[config.mk]
export PLATFORM = sky130hd
export DESIGN_NAME = ece453_avalon_master_flat
export DESIGN_NICKNAME = d
export VERILOG_FILES = /design/src/rtl/ece453_avalon_master_pkg.sv /design/src/rtl/ece453_avalon_master_if.sv /design/src/rtl/ece453_avm_counter.sv /design/src/rtl/ece453_avalon_master.sv /design/src/flat_wrapper.sv
export SDC_FILE = /design/constraint.sdc
export NUM_CORES = 1
export LEC_CHECK = 0
export CAP_MARGIN = 0
export CORE_ASPECT_RATIO = 0.9
export CORE_MARGIN = 3
export CORE_UTILIZATION = 45
export DETAILED_ROUTE_END_ITERATION = 12
export PLACE_DENSITY = 0.81
export SETUP_SLACK_MARGIN = 0.3
export SYNTH_ARGS = -nofsm -noshare
export SYNTH_HDL_FRONTEND = slang
export SYNTH_HIERARCHICAL = 1
export SYNTH_SLANG_ARGS = --single-unit
[constraint.sdc]
create_clock -name clk -period 4.1 [get_ports clk]
set_input_delay 0.82 -clock clk [delete_from_list [all_inputs] [get_ports clk]]
set_output_delay 0.82 -clock clk [all_outputs]
set_load 0.01 [all_outputs]
[src/rtl/ece453_avalon_master_pkg.sv]
// Shared types and constants for the ece453 Avalon-MM master: FSM encoding,
// response error codes and the ece453 slave register map.
package ece453_avalon_master_pkg;

    typedef enum logic [2:0] {
        IDLE    = 3'd0,
        WRITE   = 3'd1,
        READ    = 3'd2,
        RD_WAIT = 3'd3,
        RESP    = 3'd4
    } state_t;

    localparam logic RSP_ERR_NONE    = 1'b0;
    localparam logic RSP_ERR_TIMEOUT = 1'b1;

    localparam logic [4:0] DEV_ID_ADDR   = 5'd0;
    localparam logic [4:0] GPIO_IN_ADDR  = 5'd1;
    localparam logic [4:0] GPIO_OUT_ADDR = 5'd2;
    localparam logic [4:0] CONTROL_ADDR  = 5'd3;
    localparam logic [4:0] IM_ADDR       = 5'd4;
    localparam logic [4:0] IRQ_ADDR      = 5'd5;

    localparam logic [31:0] DEV_ID_VALUE = 32'hECE4_5318;

    // One extra bit above $clog2 so a counter can hold its terminal value.
    function automatic int cnt_width(input int n);
        return $clog2(n) + 1;
    endfunction

endpackage

[src/rtl/ece453_avalon_master_if.sv]
// Avalon-MM bus between the ece453 master and a register slave.
interface ece453_avalon_master_if #(
    parameter int ADDR_W = 5,
    parameter int DATA_W = 32
) ();
    logic [ADDR_W-1:0]   master_address;
    logic                master_read;
    logic                master_write;
    logic [DATA_W-1:0]   master_writedata;
    logic [DATA_W/8-1:0] master_byteenable;
    logic [DATA_W-1:0]   master_readdata;
    logic                master_waitrequest;

    modport master (
        output master_address, master_read, master_write,
        output master_writedata, master_byteenable,
        input  master_readdata, master_waitrequest
    );

    modport slave (
        input  master_address, master_read, master_write,
        input  master_writedata, master_byteenable,
        output master_readdata, master_waitrequest
    );
endinterface

[src/rtl/ece453_avm_counter.sv]
// Loadable saturating up-counter with clear, enable and terminal-count compare.
module ece453_avm_counter #(
    parameter int WIDTH = 4
) (
    input  logic             clk,
    input  logic             srst,
    input  logic             clr,
    input  logic             load,
    input  logic             en,
    input  logic [WIDTH-1:0] load_value,
    input  logic [WIDTH-1:0] tc_value,
    output logic             at_tc
);
    logic [WIDTH-1:0] count_q, count_d;

    always_comb begin
        count_d = count_q;
        if (clr) begin
            count_d = '0;
        end else if (load) begin
            count_d = load_value;
        end else if (en && (count_q != '1)) begin
            count_d = count_q + 1'b1;
        end
    end

    always_ff @(posedge clk) begin
        if (srst) begin
            count_q <= '0;
        end else begin
            count_q <= count_d;
        end
    end

    assign at_tc = (count_q == tc_value);
endmodule

[src/rtl/ece453_avalon_master.sv]
// Avalon-MM master: turns valid/ready commands into single Avalon transfers
// and returns one response per command, with a waitrequest timeout.
module ece453_avalon_master
    import ece453_avalon_master_pkg::*;
#(
    parameter int ADDR_W         = 5,
    parameter int DATA_W         = 32,
    parameter int READ_LATENCY   = 1,
    parameter int TIMEOUT_CYCLES = 255
) (
    input  logic                clk,
    input  logic                reset,
    input  logic                cmd_valid,
    output logic                cmd_ready,
    input  logic                cmd_write,
    input  logic [ADDR_W-1:0]   cmd_address,
    input  logic [DATA_W-1:0]   cmd_writedata,
    input  logic [DATA_W/8-1:0] cmd_byteenable,
    output logic                rsp_valid,
    input  logic                rsp_ready,
    output logic [DATA_W-1:0]   rsp_readdata,
    output logic                rsp_error,
    output logic                busy,
    ece453_avalon_master_if.master avm
);
    localparam int WAIT_W  = cnt_width(TIMEOUT_CYCLES);
    localparam int WAIT_TC = (TIMEOUT_CYCLES > 0) ? TIMEOUT_CYCLES - 1 : 0;
    localparam int LAT_W   = cnt_width(READ_LATENCY);

    state_t              state_q, state_d;
    logic [ADDR_W-1:0]   addr_q, addr_d;
    logic [DATA_W-1:0]   wdata_q, wdata_d;
    logic [DATA_W/8-1:0] be_q, be_d;
    logic [DATA_W-1:0]   rdata_q, rdata_d;
    logic                err_q, err_d;

    logic wait_clr, wait_en, wait_at_tc;
    logic lat_load, lat_en, lat_at_tc;
    logic timeout_hit;

    ece453_avm_counter #(.WIDTH(WAIT_W)) u_wait_cnt (
        .clk        (clk),
        .srst       (reset),
        .clr        (wait_clr),
        .load       (1'b0),
        .en         (wait_en),
        .load_value ('0),
        .tc_value   (WAIT_W'(WAIT_TC)),
        .at_tc      (wait_at_tc)
    );

    ece453_avm_counter #(.WIDTH(LAT_W)) u_lat_cnt (
        .clk        (clk),
        .srst       (reset),
        .clr        (1'b0),
        .load       (lat_load),
        .en         (lat_en),
        .load_value (LAT_W'(1)),
        .tc_value   (LAT_W'(READ_LATENCY)),
        .at_tc      (lat_at_tc)
    );

    // The stall counter holds the cycles already stalled, so this cycle is the
    // TIMEOUT_CYCLES-th stalled one when it reads TIMEOUT_CYCLES-1.
    assign timeout_hit = (TIMEOUT_CYCLES != 0) && avm.master_waitrequest && wait_at_tc;
    assign wait_en     = ((state_q == WRITE) || (state_q == READ)) && avm.master_waitrequest;
    assign lat_en      = (state_q == RD_WAIT);

    always_comb begin
        state_d  = state_q;
        addr_d   = addr_q;
        wdata_d  = wdata_q;
        be_d     = be_q;
        rdata_d  = rdata_q;
        err_d    = err_q;
        wait_clr = 1'b0;
        lat_load = 1'b0;
        unique case (state_q)
            IDLE: begin
                if (cmd_valid && cmd_ready) begin
                    addr_d   = cmd_address;
                    wdata_d  = cmd_writedata;
                    be_d     = cmd_byteenable;
                    wait_clr = 1'b1;
                    state_d  = cmd_write ? WRITE : READ;
                end
            end
            WRITE: begin
                if (!avm.master_waitrequest) begin
                    rdata_d = '0;
                    err_d   = RSP_ERR_NONE;
                    state_d = RESP;
                end else if (timeout_hit) begin
                    rdata_d = '0;
                    err_d   = RSP_ERR_TIMEOUT;
                    state_d = RESP;
                end
            end
            READ: begin
                if (!avm.master_waitrequest) begin
                    if (READ_LATENCY == 0) begin
                        rdata_d = avm.master_readdata;
                        err_d   = RSP_ERR_NONE;
                        state_d = RESP;
                    end else begin
                        lat_load = 1'b1;
                        state_d  = RD_WAIT;
                    end
                end else if (timeout_hit) begin
                    rdata_d = '0;
                    err_d   = RSP_ERR_TIMEOUT;
                    state_d = RESP;
                end
            end
            RD_WAIT: begin
                // Counter reads N in the N-th cycle after the acceptance cycle.
                if (lat_at_tc) begin
                    rdata_d = avm.master_readdata;
                    err_d   = RSP_ERR_NONE;
                    state_d = RESP;
                end
            end
            RESP: begin
                if (rsp_ready) begin
                    state_d = IDLE;
                end
            end
            default: state_d = IDLE;
        endcase
    end

    always_ff @(posedge clk) begin
        if (reset) begin
            state_q <= IDLE;
            addr_q  <= '0;
            wdata_q <= '0;
            be_q    <= '0;
            rdata_q <= '0;
            err_q   <= 1'b0;
        end else begin
            state_q <= state_d;
            addr_q  <= addr_d;
            wdata_q <= wdata_d;
            be_q    <= be_d;
            rdata_q <= rdata_d;
            err_q   <= err_d;
        end
    end

    // Reset gates cmd_ready so every output is 0 while reset is held.
    assign cmd_ready    = (state_q == IDLE) && !reset;
    assign busy         = (state_q != IDLE);
    assign rsp_valid    = (state_q == RESP);
    assign rsp_readdata = rdata_q;
    assign rsp_error    = err_q;

    assign avm.master_write      = (state_q == WRITE);
    assign avm.master_read       = (state_q == READ);
    assign avm.master_address    = ((state_q == WRITE) || (state_q == READ)) ? addr_q : '0;
    assign avm.master_writedata  = (state_q == WRITE) ? wdata_q : '0;
    assign avm.master_byteenable = (state_q == WRITE) ? be_q :
                                   (state_q == READ)  ? '1   : '0;
endmodule
[src/flat_wrapper.sv]
// flat-port wrapper written by rule: the top's interface ports become plain ports
module ece453_avalon_master_flat import ece453_avalon_master_pkg::*;
#(
    parameter int ADDR_W         = 5,
    parameter int DATA_W         = 32,
    parameter int READ_LATENCY   = 1,
    parameter int TIMEOUT_CYCLES = 255
)
  (clk, reset, cmd_valid, cmd_ready, cmd_write, cmd_address, cmd_writedata, cmd_byteenable, rsp_valid, rsp_ready, rsp_readdata, rsp_error, busy, avm_master_address, avm_master_read, avm_master_write, avm_master_writedata, avm_master_byteenable, avm_master_readdata, avm_master_waitrequest);
  ece453_avalon_master_if #(.ADDR_W(ADDR_W), .DATA_W(DATA_W)) avm_i ();
  input  logic clk;
  input  logic reset;
  input  logic cmd_valid;
  output logic cmd_ready;
  input  logic cmd_write;
  input  logic [ADDR_W-1:0] cmd_address;
  input  logic [DATA_W-1:0] cmd_writedata;
  input  logic [DATA_W/8-1:0] cmd_byteenable;
  output logic rsp_valid;
  input  logic rsp_ready;
  output logic [DATA_W-1:0] rsp_readdata;
  output logic rsp_error;
  output logic busy;
  output wire logic [$bits(avm_i.master_address)-1:0] avm_master_address;
  output wire logic [$bits(avm_i.master_read)-1:0] avm_master_read;
  output wire logic [$bits(avm_i.master_write)-1:0] avm_master_write;
  output wire logic [$bits(avm_i.master_writedata)-1:0] avm_master_writedata;
  output wire logic [$bits(avm_i.master_byteenable)-1:0] avm_master_byteenable;
  input wire logic [$bits(avm_i.master_readdata)-1:0] avm_master_readdata;
  input wire logic [$bits(avm_i.master_waitrequest)-1:0] avm_master_waitrequest;
  assign avm_master_address = avm_i.master_address;
  assign avm_master_read = avm_i.master_read;
  assign avm_master_write = avm_i.master_write;
  assign avm_master_writedata = avm_i.master_writedata;
  assign avm_master_byteenable = avm_i.master_byteenable;
  assign avm_i.master_readdata = avm_master_readdata;
  assign avm_i.master_waitrequest = avm_master_waitrequest;
  ece453_avalon_master #(.ADDR_W(ADDR_W), .DATA_W(DATA_W), .READ_LATENCY(READ_LATENCY), .TIMEOUT_CYCLES(TIMEOUT_CYCLES)) u_core (.clk(clk), .reset(reset), .cmd_valid(cmd_valid), .cmd_ready(cmd_ready), .cmd_write(cmd_write), .cmd_address(cmd_address), .cmd_writedata(cmd_writedata), .cmd_byteenable(cmd_byteenable), .rsp_valid(rsp_valid), .rsp_ready(rsp_ready), .rsp_readdata(rsp_readdata), .rsp_error(rsp_error), .busy(busy), .avm(avm_i));
endmodule
==> impl_metrics.json <==
{
  "final.setup_skew_ns": 0.00731,
  "leakagePower_nw": 2.21,
  "antenna_left": 0,
  "io_buffer_count": 157,
  "cp.required_ns": 3.28,
  "drt_iter0_markers": 171,
  "critPathLaunch": "u_core/state_q[1]",
  "grt_start_max_net_pins": 84,
  "viasPerCell": 5.23,
  "ys_ff_latch": 87,
  "hold-worst-slack_ns": 0.488,
  "cts_tree": "done",
  "cts_root_buffer": "clkbuf_8",
  "clk_pin_slew_worst_paths_ns": 0.09,
  "netlist_area_sq_mm": 0.00430,
  "dp_slack_ns": 1.12,
  "vias": 3868,
  "period_minus_slack_ns": 3.41,
  "synth-edff-count": 0,
  "fmax_mhz": 294,
  "async_flop_share": 0,
  "finalHoldViolCount": 0,
  "hold_start": "u_core/rsp_error",
  "antenna_found_initial": 0,
  "fin_nets": 693,
  "die_w_microns": 109,
  "endpoint_kind": "output port",
  "numCtsBuffers": 9,
  "clk_path_buf_depth": 2,
  "grt_pass1_wl_microns": 18700,
  "rr_worst_depth": 6,
  "multiInputGateArea_sq_mm": 0.00242,
  "rsz0062_at_grt": "false",
  "antenna_cells": 0,
  "seq_area_sq_mm": 0.00174,
  "p_per_area_mw_per_mm2": 324,
  "wl_per_cell_microns": 15.2,
  "avgSynthCellArea_sq_um": 9.46,
  "fp.dieH_microns": 98.8,
  "rr_startpoint": "u_core/state_q[1]",
  "first_pass_iters": 4,
  "p_total_mw": 1.99,
  "coreArea_sq_mm": 0.00921,
  "post-cts-setup-buffers": 0,
  "layout-drive-gt1-share": 0.117,
  "syn_to_final_growth_pct": 42.3,
  "peakVddDrop_uv": 212,
  "grt_usage": 0.214,
  "grt_util_met3": 0.0897,
  "ctsHoldBuffers": 0,
  "fillCellCount": 751,
  "wl_microns": 11200,
  "drv_slew": 0,
  "synthCells": 455,
  "path_class": "register to output port",
  "yosysWarningCount": 6,
  "fin_util": 0.665,
  "io_pins": 158,
  "cts.sinks": 87,
  "drcViolationCount": 0,
  "hpwl_microns": 7660,
  "layout_setup_ws_ns": 0.694,
  "htreeDepth": 3,
  "cts_resized": 0,
  "status": "completed",
  "ys.flop_type": "dfxtp_1",
  "worstHoldPathCells": 2,
  "grt_pass1_vias": 3965,
  "cap_violations": 0,
  "setup-tns-final_ns": 0,
  "instances_no_fill": 739,
  "placed_cell_area_sq_mm": 0.00593,
  "dp_cells": 723,
  "yosysUniqueCellTypes": 53,
  "use_met1": 0.257,
  "cp_max_fo": 21,
  "gp_congestion": 0.777,
  "placementRows": 33,
  "start_kind": "register",
  "period_share": 0.831,
  "gr-total-overflow": 0,
  "grtUsageMet2": 0.350,
  "ys_seq_area_frac": 0.405,
  "critPathArrivalTime_ns": 2.59,
  "finalSetupViolCount": 0,
  "grt_most_used_layer": "met2",
  "worst_pin_slew_ns": 1.12,
  "stdcell_area_sq_mm": 0.00612,
  "dieArea_sq_mm": 0.0108,
  "slew_headroom": 0.256,
  "insertion_delay_ns": 0.35,
  "hold_class": "register to register",
  "start_util": 0.467
}
worst max-delay path, stage by stage (launching register included):
cell and delay, ns:
dfxtp_1 0.78, nor3b_1 0.72, o21a_1 0.20, clkdlybuf4s50_1 0.54
path summary, 6_finish.rpt:
check | slack (ns) | end
worst max-delay path | 0.69 | avm_master_byteenable[1]
worst max register to register | 1.42 | u_core/u_wait_cnt/count_q[5]
worst min register to register | 0.49 | u_core/rsp_error
worst min-delay path | 0.49 | u_core/rsp_error
cells in the mapped netlist, types with 2 or more instances:
cell | count | area, sq um
dfxtp_1 | 87 | 1740
xor2_1 | 4 | 35.0
o31ai_1 | 3 | 22.5
a31oi_1 | 4 | 25.0
and2_1 | 39 | 244
ha_1 | 2 | 25.0
a21oi_1 | 68 | 340
buf_4 | 5 | 37.5
o211ai_1 | 2 | 15.0
nand2_1 | 5 | 18.8
clkbuf_1 | 17 | 63.8
nor4_1 | 2 | 12.5
nor3_1 | 3 | 15.0
mux2_2 | 41 | 462
or4_1 | 2 | 15.0
nor4bb_1 | 2 | 20.0
nor2_1 | 10 | 37.5
mux2i_1 | 2 | 20.0
nand3_1 | 3 | 15.0
o21ai_0 | 6 | 30.0
a311oi_1 | 32 | 280
a211oi_1 | 4 | 30.0
nand4_1 | 2 | 12.5
nand2b_1 | 4 | 25.0
o21a_1 | 4 | 30.0
conb_1 | 2 | 7.51
buf_6 | 5 | 56.3
inv_1 | 6 | 22.5
nor2b_1 | 43 | 269
nor3b_1 | 3 | 22.5
or3_1 | 2 | 12.5
nand3b_1 | 2 | 15.0
xnor2_1 | 9 | 78.8
buf_2 | 11 | 55.1
state kept, by name, indices dropped and copies added, names as in the netlist:
signal / flops
u_core/addr_q: 5
u_core/u_lat_cnt/count_q: 1
u_core/be_q: 4
u_core/rsp_readdata: 32
u_core/wdata_q: 32
u_core/rsp_error: 1
u_core/u_wait_cnt/count_q: 9
u_core/state_q: 3
per-layer routing:
| metal | up-vias | share of wire |
|---|---|---|
| met5 | - | 0 |
| met4 | 0 | 0.011 |
| met3 | 7 | 0.11 |
| met2 | 135 | 0.47 |
| met1 | 1790 | 0.41 |
| li1 | 1936 | - |
cell families (layout without fill, tap and decap cells):
group                    Yosys count  in the layout  share of synthesized area
multiplexers                      43             43                      0.112
XOR/XNOR                          13             13                     0.0265
AND/OR/NAND/NOR                  131            131                      0.193
buffers and inverters             45            183                     0.0555
other                              2             26                    0.00174
adder cells (fa/ha/maj)            2              2                    0.00581
flip-flops                        87             87                      0.405
AO/OA/AOI/OAI                    132            132                      0.201
report_power, final:
group	switching (mW)	internal [mW]	leakage (nW)
registers	0.0520	0.907	0.711
clock network	0.316	0.258	0.0886
logic	0.208	0.245	1.41
total	0.576	1.41	2.21
placed cells by master, fill, tap and decap left out, types with 4 or more instances in the layout:
master / n
clkdlybuf4s50_1: 156
a31oi_1: 4
clkbuf_8: 11
xor2_1: 4
o21ai_0: 6
o21a_1: 4
dfxtp_1: 87
buf_4: 4
nor2_1: 10
conb_1: 26
inv_1: 6
a311oi_1: 32
mux2_2: 41
a21oi_1: 68
nor2b_1: 43
nand2_1: 5
a211oi_1: 4
xnor2_1: 9
nand2b_1: 4
and2_1: 39
cell type report:
class                   count  share of cell area
inverters                   6             0.00368
clock inverters             5             0.00654
multi-input cells         347               0.395
repair buffers            161               0.261
clock buffers              11              0.0247
well taps                 122              0.0249
flip-flops and latches     87               0.284
No activity file was read; power rests on OpenSTA's default activity.
==> RTL change 1: new RTL, same settings <==
`READ_LATENCY` is set to 1 in 2 places; all go to 0.
--- a/src/rtl/ece453_avalon_master.sv
+++ b/src/rtl/ece453_avalon_master.sv
@@ -7,3 +7,3 @@
     parameter int DATA_W         = 32,
-    parameter int READ_LATENCY   = 1,
+    parameter int READ_LATENCY   = 0,
     parameter int TIMEOUT_CYCLES = 255
--- a/src/flat_wrapper.sv
+++ b/src/flat_wrapper.sv
@@ -5,3 +5,3 @@
     parameter int DATA_W         = 32,
-    parameter int READ_LATENCY   = 1,
+    parameter int READ_LATENCY   = 0,
     parameter int TIMEOUT_CYCLES = 255
Function: changed (a bounded check fails within 4 cycles, from zero or initial values and one cycle with reset high).
==> RTL change 1 against the original RTL <==
- combinational power shrank 38%
- cell area shrank 8.4%
- wire length shrank 5.3%
- sequential cell count is the same
- power shrank 11%
- first-iteration DRC count shrank 24%
- synthesized area shrank 13%
- register-to-register slack gained 0.06 ns
- worst setup slack gained 0.17 ns
- final cell count shrank 7.3%
==> RTL change 1: results (changes against the original RTL) <==
Final layout
  – Non-Filler Instances: 685 (was 739)
  – Seq area share: 31.0% (was 28.4%)
  – Data buffer area share: 28.5% (was 26.1%)
  – Multi-In Gates: 319 (was 347)
  – Nets: 665 (was 693)
  – Multi-input combinational area share: 34.7% (was 39.5%)
  – Filler Cells Inserted: 623 (was 751)
  – Clock buffers: 9 (was 11)

Detailed routing
  – Vias: 3,527 (was 3,868)
  – WL final: 10.6 mm (was 11.2 mm)
  – Initial DRC Count: 130 (was 171)
  – Routed wl met3: 781 µm (was 1.26 mm)
  – Routed met2 length: 5.16 mm (was 5.29 mm)
  – Met1 wire length: 4.53 mm (was 4.55 mm)

Place
  – RD Place Congestion: 0.837 (was 0.777)
  – Hpwl dp: 7.67 mm (was 7.66 mm)
  – Worst slack, placed: 0.942 ns (was 1.12 ns)
  – Cells after DPL: 669 (was 723)
  – DP Area: 0.00543 mm² (was 0.00593 mm²)

Synth
  – Synth cell count leaders: dfxtp_1, nand2_1, nand3b_1 (was dfxtp_1, a21oi_1, nor2b_1)
  – Area contributors post-synth: dfxtp_1, nand2_1, nand3b_1, a22o_1, and2_1 (was dfxtp_1, mux2_2, a21oi_1, a311oi_1, nor2b_1)
  – Netlist cell types: 49 (was 53)
  – Mapped Cells: 413 (was 455)

Floorplanning
  – Tapcells: 96 (was 122)

Global route
  – Met1 GRT Util: 28.0% (was 25.7%)
  – First-pass GRT wire length: 16.7 mm (was 18.7 mm)
  – Largest net degree at the start of global routing: 52 (was 84)
  – GR met2 Demand/Resource: 37.2% (was 35.0%)
  – Global-route track usage on met3: 6.55% (was 8.97%)
  – GRT Total Usage: 22.3% (was 21.4%)
  – Vias in the first global route: 3,377 (was 3,965)

Power
  – Peak supply drop: 0.140 mV (was 0.212 mV)
  – P_clk: 0.550 mW (was 0.574 mW)
  – Clock network power share: 31.2% (was 28.9%)
  – Sequential power share: 52.9% (was 48.3%)
  – Static power due to leakage: 2.31 nW (was 2.21 nW)
  – Internal power: 1.28 mW (was 1.41 mW)

Worst setup path
  – RR Startpoint: u_core/state_q[0] (was u_core/state_q[1])
  – Worst Path Arrival: 2.42 ns (was 2.59 ns)
  – Crit Path Max Fanout: 13 (was 21)
  – Internal reg-to-reg setup slack: 1.48 ns (was 1.42 ns)
  – Crit path largest cell delay: 0.61 ns (was 0.78 ns)

STA
  – Hold Slack: 0.471 ns (was 0.488 ns)
  – Worst slew pin tran: 0.869 ns (was 1.12 ns)
  – Fin crit share: 79.0% (was 83.1%)

Worst hold path
  – Hold Crit Start: u_core/wdata_q[11] (was u_core/rsp_error)

Outcome
  – Status: finished clean (unchanged)

Clock network
  – Worst-skew pair later-pin latency: 0.37 ns (was 0.35 ns)
RTL change 1: kinds of logic after synthesis:
| logic type | synth area share (%) |
|---|---|
| other cells | 0.200 |
| compound gates | 13.8 |
| flops | 46.5 |
| simple gates | 30.7 |
| xor+xnor | 3.04 |
| fa+ha+maj | 0.668 |
| mux | 0.802 |
| buf+inv | 4.38 |
RTL change 1: how the worst max path moves through the flow:
stage | slack, ns | end | start
finish | 0.86 | avm_master_address[4] | u_core/state_q[0]
global route | 0.71 | avm_master_address[2] | u_core/state_q[0]
CTS | 0.83 | avm_master_address[1] | u_core/state_q[0]
detailed placement | 0.94 | u_core/u_wait_cnt/count_q[7] | reset
global placement | 1.04 | u_core/u_wait_cnt/count_q[7] | reset
floorplan | 1.90 | avm_master_writedata[22] | u_core/state_q[0]
==> RTL change 2: new RTL, config.mk and constraints unchanged <==
Without the edit above. `addr_q`, `wdata_q`, `be_q` and `rdata_q` no longer have a reset.
--- a/src/rtl/ece453_avalon_master.sv
+++ b/src/rtl/ece453_avalon_master.sv
@@ -134,6 +134,2 @@
             state_q <= IDLE;
-            addr_q  <= '0;
-            wdata_q <= '0;
-            be_q    <= '0;
-            rdata_q <= '0;
             err_q   <= 1'b0;
@@ -141,8 +137,11 @@
             state_q <= state_d;
-            addr_q  <= addr_d;
-            wdata_q <= wdata_d;
-            be_q    <= be_d;
-            rdata_q <= rdata_d;
             err_q   <= err_d;
         end
+    end
+
+    always_ff @(posedge clk) begin
+        addr_q  <= addr_d;
+        wdata_q <= wdata_d;
+        be_q    <= be_d;
+        rdata_q <= rdata_d;
     end
Check against the original RTL: differs if reset is asserted again (counterexample within 4 cycles, from zero or initial values and one cycle with reset high); with reset held inactive, the same outputs for 10 cycles.
==> RTL change 2 against the original RTL <==
- wire length fell by 17%
- core utilization rose by 4.6 points
- sequential cell count did not move
- cell area fell by 5.0%
- power rose by 3.0%
- combinational power fell by 18%
- clock skew rose by 0.0061 ns
- worst setup slack improved by 0.15 ns
- synthesized area fell by 10%
- critical path type unchanged
- critical endpoint is now avm_master_byteenable[3]
- largest power group unchanged
==> RTL change 2: results (changes against the original RTL) <==
Outcome
  – Status: finished clean (unchanged)

Detailed routing
  – Initial DRC Count: 188 (was 171)
  – WL final: 9.34 mm (was 11.2 mm)
  – Vias: 2,947 (was 3,868)

Synth
  – Seq/Total Area, Yosys: 63.9% (was 40.5%)
  – Synth cell count leaders: edfxtp_1, and2_1, a22o_1 (was dfxtp_1, a21oi_1, nor2b_1)
  – EDFF count, synth: 73 (was 0)
  – Netlist cell types: 46 (was 53)
  – Prevailing post-synth register cell: edfxtp_1 (was dfxtp_1)
  – Yosys Warn Count: 6 (unchanged)
  – Area contributors post-synth: edfxtp_1, a22o_1, dfxtp_1, and2_1, xnor2_1 (was dfxtp_1, mux2_2, a21oi_1, a311oi_1, nor2b_1)

Global route
  – Largest net degree at the start of global routing: 36 (was 84)
  – Vias in the first global route: 2,823 (was 3,965)
  – GRT Total Usage: 19.0% (was 21.4%)
  – First-pass GRT wire length: 14.7 mm (was 18.7 mm)

Clock network
  – Root Driver: clkbuf_8 (unchanged)

Worst setup path
  – Worst Path Arrival: 2.44 ns (was 2.59 ns)
  – Slowest cell on the critical path: nor3_1 (was dfxtp_1)
  – Top cell family by delay on the critical path: buffers and inverters (was flip-flops)
  – Crit path largest cell delay: 0.60 ns (was 0.78 ns)
  – Crit Path Max Fanout: 11 (was 21)

Final layout
  – Nets: 547 (was 693)
  – Fraction of layout instances using a drive strength above 1: 6.79% (was 11.7%)
  – Filler Cells Inserted: 558 (was 751)

STA
  – Clock skew: 0.0134 ns (was 0.00731 ns)
  – Slew margin rel.: 33.4% (was 25.6%)

Power
  – Static power due to leakage: 2.10 nW (was 2.21 nW)
  – Peak supply drop: 0.238 mV (was 0.212 mV)

Worst hold path
  – Worst Hold Depth: 1 (was 2)

Place
  – Hpwl dp: 6.76 mm (was 7.66 mm)
  – DP Area: 0.00561 mm² (was 0.00593 mm²)
  – RD Place Congestion: 0.825 (was 0.777)
## RTL change 2: routing by layer
| layer | track usage, % | vias up | part of all wire, % |
|---|---|---|---|
| met5 | 0 | - | 0 |
| met4 | 3.32 | 0 | 0.41 |
| met3 | 6.94 | 6 | 8.8 |
| met2 | 31.1 | 115 | 47 |
| met1 | 24.9 | 1408 | 43 |
| li1 | - | 1418 | - |
## RTL change 2: cell type report
class / instances / area [µm²] / area share, %
clock inverter: 6 / 77.6 / 1.33
timing repair buffer: 161 / 1600 / 27.5
sequential: 87 / 2470 / 42.5
multi-input combinational: 201 / 1370 / 23.5
tap: 115 / 144 / 2.47
clock buffer: 10 / 128 / 2.19
inverter: 6 / 25.0 / 0.430
## RTL change 2: per-stage QoR
stage / total power, mW / cells / worst slack (ns)
after floorplan: 1.25 / 310 / 0.926
after CTS: 2.07 / 586 / 0.778
final: 2.05 / 586 / 0.844
after global routing: 2.14 / 586 / 0.657
after global placement: 1.45 / 570 / 1.08
after detailed placement: 1.45 / 570 / 1.08
## RTL change 2: cell families after synthesis
family	Yosys count	share of synthesized area, %
adder cells (fa/ha/maj)	2	0.647
multiplexers	2	0.518
AO/OA/AOI/OAI	72	15.0
flip-flops	87	63.9
buffers and inverters	22	3.30
other	2	0.194
AND/OR/NAND/NOR	86	13.4
XOR/XNOR	13	2.94
## RTL change 2: worst paths after layout
path                      from                            to  slack [ns]
max          u_core/state_q[1]      avm_master_byteenable[3]        0.84
min           u_core/rsp_error              u_core/rsp_error        0.54
max reg2reg  u_core/state_q[0]  u_core/u_wait_cnt/count_q[5]        1.64
min reg2reg   u_core/rsp_error              u_core/rsp_error        0.54
## RTL change 2: power by group
group,total [mW],internal (mW),switching [mW]
Sequential,1.06,1.03,0.0322
Clock,0.611,0.293,0.318
Combinational,0.373,0.212,0.161
